$ cat src/rtl/alu_exec_unit_if.sv
// Operation/result bundle between the execute-stage ALU and its pipeline neighbours.
// The master side issues operations; the slave side is the ALU.
interface alu_exec_unit_if #(
   parameter int WIDTH = 32
);
   logic             in_valid;
   logic             in_ready;
   logic [3:0]       alu_op;
   logic [WIDTH-1:0] a;
   logic [WIDTH-1:0] b;
   logic             flush;
   logic             out_valid;
   logic [WIDTH-1:0] result;
   logic             zero;
   logic             ovf;
   logic [WIDTH-1:0] hi;
   logic [WIDTH-1:0] lo;

   modport master (
      output in_valid, alu_op, a, b, flush,
      input  in_ready, out_valid, result, zero, ovf, hi, lo
   );

   modport slave (
      input  in_valid, alu_op, a, b, flush,
      output in_ready, out_valid, result, zero, ovf, hi, lo
   );
endinterface

$ cat src/rtl/alu_exec_unit.sv
// Execute-stage ALU: single-cycle integer ops plus iterative unsigned MULTU/DIVU
// that write the architectural HI/LO pair over WIDTH cycles.
module alu_exec_unit #(
   parameter int WIDTH = 32
) (
   input logic            clk,
   input logic            rst_n,
   alu_exec_unit_if.slave bus
);
   localparam int CW = $clog2(WIDTH);

   localparam logic [3:0] OP_ADD  = 4'd0;
   localparam logic [3:0] OP_SUB  = 4'd1;
   localparam logic [3:0] OP_AND  = 4'd2;
   localparam logic [3:0] OP_OR   = 4'd3;
   localparam logic [3:0] OP_XOR  = 4'd4;
   localparam logic [3:0] OP_NOR  = 4'd5;
   localparam logic [3:0] OP_SLT  = 4'd6;
   localparam logic [3:0] OP_SLTU = 4'd7;
   localparam logic [3:0] OP_SLL  = 4'd8;
   localparam logic [3:0] OP_SRL  = 4'd9;
   localparam logic [3:0] OP_SRA  = 4'd10;
   localparam logic [3:0] OP_LUI  = 4'd11;
   localparam logic [3:0] OP_MULT = 4'd12;
   localparam logic [3:0] OP_DIV  = 4'd13;
   localparam logic [3:0] OP_MFHI = 4'd14;
   localparam logic [3:0] OP_MFLO = 4'd15;

   typedef enum logic [1:0] {
      IDLE = 2'd0,
      MUL  = 2'd1,
      DIV  = 2'd2
   } state_t;

   state_t           state_r, state_nxt_s;
   logic [CW-1:0]    count_r;
   logic [WIDTH-1:0] work_hi_r, work_lo_r, opnd_r;
   logic             out_valid_r, zero_r, ovf_r;
   logic [WIDTH-1:0] result_r, hi_r, lo_r;

   logic [WIDTH-1:0] add_s, sub_s, alu_res_s;
   logic             alu_ovf_s;
   logic [WIDTH:0]   mul_sum_s, div_ext_s;
   logic [WIDTH-1:0] div_diff_s;
   logic             div_ge_s, last_s;
   logic [WIDTH-1:0] step_hi_s, step_lo_s;

   assign bus.in_ready  = (state_r == IDLE);
   assign bus.out_valid = out_valid_r;
   assign bus.result    = result_r;
   assign bus.zero      = zero_r;
   assign bus.ovf       = ovf_r;
   assign bus.hi        = hi_r;
   assign bus.lo        = lo_r;

   // Single-cycle result and signed overflow for the presented operation.
   always_comb begin
      add_s     = bus.a + bus.b;
      sub_s     = bus.a - bus.b;
      alu_res_s = {WIDTH{1'b0}};
      alu_ovf_s = 1'b0;
      case (bus.alu_op)
         OP_ADD: begin
            alu_res_s = add_s;
            alu_ovf_s = (bus.a[WIDTH-1] == bus.b[WIDTH-1]) && (add_s[WIDTH-1] != bus.a[WIDTH-1]);
         end
         OP_SUB: begin
            alu_res_s = sub_s;
            alu_ovf_s = (bus.a[WIDTH-1] != bus.b[WIDTH-1]) && (sub_s[WIDTH-1] != bus.a[WIDTH-1]);
         end
         OP_AND:  alu_res_s = bus.a & bus.b;
         OP_OR:   alu_res_s = bus.a | bus.b;
         OP_XOR:  alu_res_s = bus.a ^ bus.b;
         OP_NOR:  alu_res_s = ~(bus.a | bus.b);
         OP_SLT:  alu_res_s = {{(WIDTH-1){1'b0}}, ($signed(bus.a) < $signed(bus.b))};
         OP_SLTU: alu_res_s = {{(WIDTH-1){1'b0}}, (bus.a < bus.b)};
         OP_SLL:  alu_res_s = bus.b << bus.a[4:0];
         OP_SRL:  alu_res_s = bus.b >> bus.a[4:0];
         OP_SRA:  alu_res_s = $signed(bus.b) >>> bus.a[4:0];
         OP_LUI:  alu_res_s = {bus.b[WIDTH-17:0], 16'h0000};
         OP_MFHI: alu_res_s = hi_r;
         OP_MFLO: alu_res_s = lo_r;
         default: alu_res_s = {WIDTH{1'b0}};
      endcase
   end

   // One iteration step: shift-add multiply or restoring divide on the shared work registers.
   always_comb begin
      mul_sum_s  = {1'b0, work_hi_r} + (work_lo_r[0] ? {1'b0, opnd_r} : {(WIDTH+1){1'b0}});
      div_ext_s  = {work_hi_r, work_lo_r[WIDTH-1]};
      div_ge_s   = (div_ext_s >= {1'b0, opnd_r});
      // When the trial subtraction succeeds the true difference fits in WIDTH bits.
      div_diff_s = div_ext_s[WIDTH-1:0] - opnd_r;
      last_s     = (count_r == CW'(WIDTH - 1));
      if (state_r == MUL) begin
         step_hi_s = mul_sum_s[WIDTH:1];
         step_lo_s = {mul_sum_s[0], work_lo_r[WIDTH-1:1]};
      end else if (div_ge_s) begin
         step_hi_s = div_diff_s;
         step_lo_s = {work_lo_r[WIDTH-2:0], 1'b1};
      end else begin
         step_hi_s = div_ext_s[WIDTH-1:0];
         step_lo_s = {work_lo_r[WIDTH-2:0], 1'b0};
      end
   end

   // Next-state selection for the idle / multiply / divide sequencer.
   always_comb begin
      state_nxt_s = state_r;
      if (bus.flush) begin
         state_nxt_s = IDLE;
      end else begin
         case (state_r)
            IDLE: begin
               if (bus.in_valid && bus.alu_op == OP_MULT) begin
                  state_nxt_s = MUL;
               end else if (bus.in_valid && bus.alu_op == OP_DIV) begin
                  state_nxt_s = DIV;
               end else begin
                  state_nxt_s = IDLE;
               end
            end
            MUL, DIV: begin
               if (last_s) begin
                  state_nxt_s = IDLE;
               end else begin
                  state_nxt_s = state_r;
               end
            end
            default: state_nxt_s = IDLE;
         endcase
      end
   end

   // State register, iteration datapath and registered outputs.
   always_ff @(posedge clk or negedge rst_n) begin
      if (!rst_n) begin
         state_r     <= IDLE;
         count_r     <= {CW{1'b0}};
         work_hi_r   <= {WIDTH{1'b0}};
         work_lo_r   <= {WIDTH{1'b0}};
         opnd_r      <= {WIDTH{1'b0}};
         out_valid_r <= 1'b0;
         result_r    <= {WIDTH{1'b0}};
         zero_r      <= 1'b0;
         ovf_r       <= 1'b0;
         hi_r        <= {WIDTH{1'b0}};
         lo_r        <= {WIDTH{1'b0}};
      end else begin
         state_r     <= state_nxt_s;
         out_valid_r <= 1'b0;
         if (!bus.flush) begin
            case (state_r)
               IDLE: begin
                  if (bus.in_valid && (bus.alu_op == OP_MULT || bus.alu_op == OP_DIV)) begin
                     count_r   <= {CW{1'b0}};
                     work_hi_r <= {WIDTH{1'b0}};
                     // Multiply walks b's bits against a; divide shifts a in against divisor b.
                     work_lo_r <= (bus.alu_op == OP_MULT) ? bus.b : bus.a;
                     opnd_r    <= (bus.alu_op == OP_MULT) ? bus.a : bus.b;
                  end else if (bus.in_valid) begin
                     out_valid_r <= 1'b1;
                     result_r    <= alu_res_s;
                     zero_r      <= (alu_res_s == {WIDTH{1'b0}});
                     ovf_r       <= alu_ovf_s;
                  end
               end
               MUL, DIV: begin
                  work_hi_r <= step_hi_s;
                  work_lo_r <= step_lo_s;
                  count_r   <= count_r + {{(CW-1){1'b0}}, 1'b1};
                  if (last_s) begin
                     hi_r        <= step_hi_s;
                     lo_r        <= step_lo_s;
                     result_r    <= step_lo_s;
                     zero_r      <= (step_lo_s == {WIDTH{1'b0}});
                     ovf_r       <= 1'b0;
                     out_valid_r <= 1'b1;
                  end
               end
               default: ;
            endcase
         end
      end
   end
endmodule

$ cat src/flat_wrapper.sv
// flat-port wrapper written by rule: the top's interface ports become plain ports
module alu_exec_unit_flat 
#(
   parameter int WIDTH = 32
)
  (clk, rst_n, bus_in_valid, bus_alu_op, bus_a, bus_b, bus_flush, bus_in_ready, bus_out_valid, bus_result, bus_zero, bus_ovf, bus_hi, bus_lo);
  alu_exec_unit_if #(.WIDTH(WIDTH)) bus_i ();
  input logic clk;
  input logic rst_n;
  input wire logic [$bits(bus_i.in_valid)-1:0] bus_in_valid;
  input wire logic [$bits(bus_i.alu_op)-1:0] bus_alu_op;
  input wire logic [$bits(bus_i.a)-1:0] bus_a;
  input wire logic [$bits(bus_i.b)-1:0] bus_b;
  input wire logic [$bits(bus_i.flush)-1:0] bus_flush;
  output wire logic [$bits(bus_i.in_ready)-1:0] bus_in_ready;
  output wire logic [$bits(bus_i.out_valid)-1:0] bus_out_valid;
  output wire logic [$bits(bus_i.result)-1:0] bus_result;
  output wire logic [$bits(bus_i.zero)-1:0] bus_zero;
  output wire logic [$bits(bus_i.ovf)-1:0] bus_ovf;
  output wire logic [$bits(bus_i.hi)-1:0] bus_hi;
  output wire logic [$bits(bus_i.lo)-1:0] bus_lo;
  assign bus_i.in_valid = bus_in_valid;
  assign bus_i.alu_op = bus_alu_op;
  assign bus_i.a = bus_a;
  assign bus_i.b = bus_b;
  assign bus_i.flush = bus_flush;
  assign bus_in_ready = bus_i.in_ready;
  assign bus_out_valid = bus_i.out_valid;
  assign bus_result = bus_i.result;
  assign bus_zero = bus_i.zero;
  assign bus_ovf = bus_i.ovf;
  assign bus_hi = bus_i.hi;
  assign bus_lo = bus_i.lo;
  alu_exec_unit #(.WIDTH(WIDTH)) u_core (.clk(clk), .rst_n(rst_n), .bus(bus_i));
endmodule
$ cat config.mk
export PLATFORM = sky130hd
export DESIGN_NAME = alu_exec_unit_flat
export DESIGN_NICKNAME = d
export VERILOG_FILES = /design/src/rtl/alu_exec_unit_if.sv /design/src/rtl/alu_exec_unit.sv /design/src/flat_wrapper.sv
export SDC_FILE = /design/constraint.sdc
export NUM_CORES = 1
export LEC_CHECK = 0
export CORE_AREA = 2 2 269 271
export DETAILED_ROUTE_END_ITERATION = 8
export DIE_AREA = 0 0 271 273
export MAX_ROUTING_LAYER = met4
export PLACE_DENSITY = 0.59
export SLEW_MARGIN = 20
export SYNTH_ARGS = -nofsm -noshare
export SYNTH_HDL_FRONTEND = slang
export SYNTH_SLANG_ARGS = --single-unit
$ cat constraint.sdc
create_clock -name clk -period 5.05 [get_ports clk]
set_input_delay 1.515 -clock clk [delete_from_list [all_inputs] [get_ports clk]]
set_output_delay 1.515 -clock clk [all_outputs]
set_load 0.005 [all_outputs]
==> results.json <==
{
  "status": "completed",
  "multi_input_area_um2": 17260,
  "synthToLayoutAreaGrowth_pct": 39.35,
  "finClkSkew_ns": 0.02435,
  "grt_overflow": 0,
  "cts_buffers": 20,
  "insertion_delay_ns": 0.53,
  "n_fill_cell": 7236,
  "required_ns": 5.53,
  "synth_edf_count": 0,
  "slew_headroom": 0.3157,
  "cp-start-kind": "input port",
  "grt_pass1_vias": 26730,
  "clock-sinks": 202,
  "setup_viol": 0,
  "final_util": 0.4576,
  "grt_use_total": 0.3469,
  "drt_pass1_iterations": 9,
  "dp_hpwl_um": 106700,
  "leakagePower_nw": 14.71,
  "drt_wl_total_um": 128700,
  "place_congestion": 1.111,
  "cts_hold_buf": 0,
  "syn_area_um2": 23310,
  "fmax_mhz": 198.8,
  "ys_seq_area_frac": 0.2168,
  "ir_drop_mv": 0.2808,
  "fin_ws_ns": 0.01886,
  "powerDensity_nw_per_um2": 208.6,
  "synth_nets": 3289,
  "synth-async-reset-ratio": 1.000,
  "viasPerCell": 5.889,
  "tightest_slew_ns": 1.017,
  "path_clk_slew_ns": 0.08,
  "fin_cells": 4742,
  "drc": 0,
  "io_pins": 172,
  "slew_violations": 0,
  "ys_seq_elements": 202,
  "period_share": 0.9963,
  "dp.cells": 4692,
  "final_common_cell": "buf_4",
  "synth_cell_types": 85,
  "final_cell_mix": "749 x buf_4, 434 x nand2_1, 340 x o21ai_0",
  "post-route-min-period_ns": 5.031,
  "htree_levels": 1,
  "ant_nets": 0,
  "fin_nets": 4026,
  "syn_area_per_cell_um2": 7.666,
  "path_max_fanout": 6,
  "yosys_warnings": 0,
  "crit_type": "input port to flip-flop",
  "ff_latch_area_um2": 5055,
  "synth_cells": 3041,
  "ys.flop_type": "dfrtp_1",
  "portBuffers": 171,
  "row_count": 98,
  "grt_pass1_wl_um": 184200,
  "hold_viol_final": 0,
  "drv_cap": 0,
  "antenna_found_initial": 6,
  "end_kind": "flip-flop",
  "initial_core_util": 0.3284,
  "design_area_um2": 32490,
  "die_area_um2": 73980,
  "grt_max_degree": 99,
  "vias": 27930,
  "coreArea_um2": 71000,
  "arrival_ns": 5.51,
  "wire_per_inst_um": 27.15,
  "root_buffer": "clkbuf_16",
  "fp.dieW_um": 271,
  "placed_area_um2": 31210,
  "fin_setup_tns_ns": 0,
  "drt-initial-drc-count": 3001,
  "die_y_um": 273,
  "hold_class": "flip-flop to flip-flop",
  "drive_above_1_share": 0.2678,
  "pre_cts_ws_ns": -0.8319,
  "cts_buffer_depth": 3,
  "cts_tree": "built"
}
==> sequential cells by signal, indices dropped and copies added (netlist names), 2 cells and up <==
register           flops
u_core.bus.hi         32
u_core.bus.lo         32
u_core.bus.result     32
u_core.opnd_r         32
u_core.work_hi_r      32
u_core.work_lo_r      32
u_core.count_r         5
u_core.state_r         2
==> per-stage QoR <==
stage                     hold WS [ns]  total power [mW]
after floorplan                 0.4696             3.423
after global placement          0.4671             5.048
after detailed placement        0.4783             5.042
after CTS                       0.4915             6.664
after global routing            0.5136             7.086
final                           0.4820             6.778
==> synth_stat cells, types with 16 or more instances <==
cell,number,share of area
a211oi_1,42,0.014
a21o_1,55,0.018
a21oi_1,202,0.043
a221o_1,27,0.012
a221oi_1,29,0.011
a22o_1,19,0.0071
a22oi_1,31,0.010
a31oi_1,19,0.0051
and2_1,46,0.012
and3_1,17,0.0046
buf_1,21,0.0034
buf_2,19,0.0041
clkbuf_1,171,0.028
dfrtp_1,202,0.22
ha_1,172,0.092
inv_1,157,0.025
mux2_2,41,0.020
mux2i_1,88,0.038
mux4_2,42,0.041
nand2_1,434,0.070
nand2b_1,28,0.0075
nand3_1,51,0.011
nand4_1,28,0.0075
nor2_1,204,0.033
nor2b_1,31,0.0083
nor3_1,40,0.0086
nor4_1,26,0.0070
o211ai_1,37,0.012
o21a_1,19,0.0061
o21ai_0,348,0.075
o21bai_1,16,0.0052
o221ai_1,33,0.012
o22ai_1,29,0.0078
o31ai_1,26,0.0084
or2_2,16,0.0043
xnor2_1,30,0.011
xor2_1,32,0.012
==> timing repair <==
item	CTS	global route
setup buffers	4	10
pin swaps	5	26
setup endpoints to repair	3	8
resized for setup	13	112
==> kinds of logic (layout without fill, tap and decap cells) <==
| kind of cell | Yosys count | after routing | synth area share |
|---|---|---|---|
| xor gates and xnor gates | 62 | 62 | 0.02329 |
| adders and majority gates | 176 | 176 | 0.09574 |
| AOI/OAI and AO/OA | 1060 | 1060 | 0.2956 |
| other | 0 | 2 | 0 |
| buffers and inverters | 384 | 1133 | 0.06655 |
| DFF | 202 | 202 | 0.2168 |
| muxes | 182 | 182 | 0.1096 |
| and+or+nand+nor | 975 | 975 | 0.1924 |
==> per-layer routing <==
| metal | vias up | track usage | wire length [um] |
|---|---|---|---|
| met3 | 280 | 0.05659 | 11830 |
| met4 | 0 | 0.1377 | 6385 |
| li1 | 12700 | - | - |
| met5 | - | - | 0 |
| met2 | 1384 | 0.5269 | 55780 |
| met1 | 13560 | 0.4595 | 54730 |
==> worst paths after layout <==
path                                                  start                                to  slack, ns  depth (start not counted)
max in group asynchronous                             rst_n     u_core.bus.hi[10]$_DFFE_PN0P_       2.97                          2
max                                               bus_b[26]       u_core.bus.zero$_DFFE_PN0P_       0.02                         15
max reg2reg                u_core.work_lo_r[31]$_DFFE_PN0P_  u_core.work_hi_r[30]$_DFFE_PN0P_       0.78                         16
min reg2reg                u_core.bus.result[0]$_DFFE_PN0P_  u_core.bus.result[0]$_DFFE_PN0P_       0.48                          2
min                        u_core.bus.result[0]$_DFFE_PN0P_  u_core.bus.result[0]$_DFFE_PN0P_       0.48                          2
min in group asynchronous                             rst_n     u_core.bus.hi[29]$_DFFE_PN0P_       0.99                          1
==> critical path: stages <==
cell and delay, ns:
clkdlybuf4s50_1 0.58, mux4_2 0.62, o221ai_1 0.20, buf_4 0.15, a211oi_1 0.12, or4_1 0.63, a211oi_2 0.18, buf_4 0.16
o211ai_1 0.09, nor4_1 0.25, buf_4 0.17, nand4_1 0.16, nor4_2 0.31, and4_1 0.23, a221o_1 0.13
==> final cells by class <==
type	count	area share
clock buffers	28	0.01791
inverters	158	0.01833
diodes	2	0.0001541
multi-input cells	2455	0.5314
clock inverters	6	0.002734
well taps	950	0.03659
repair buffers	941	0.2373
flip-flops and latches	202	0.1556
==> report_power, final <==
group          switching (mW)  internal [mW]  total [mW]  leakage [nW]
Combinational            1.80           1.44        3.24          11.7
Clock                   0.675          0.908        1.58         0.322
Sequential              0.156           1.80        1.96          2.67
(Power assumes the default switching activity.)
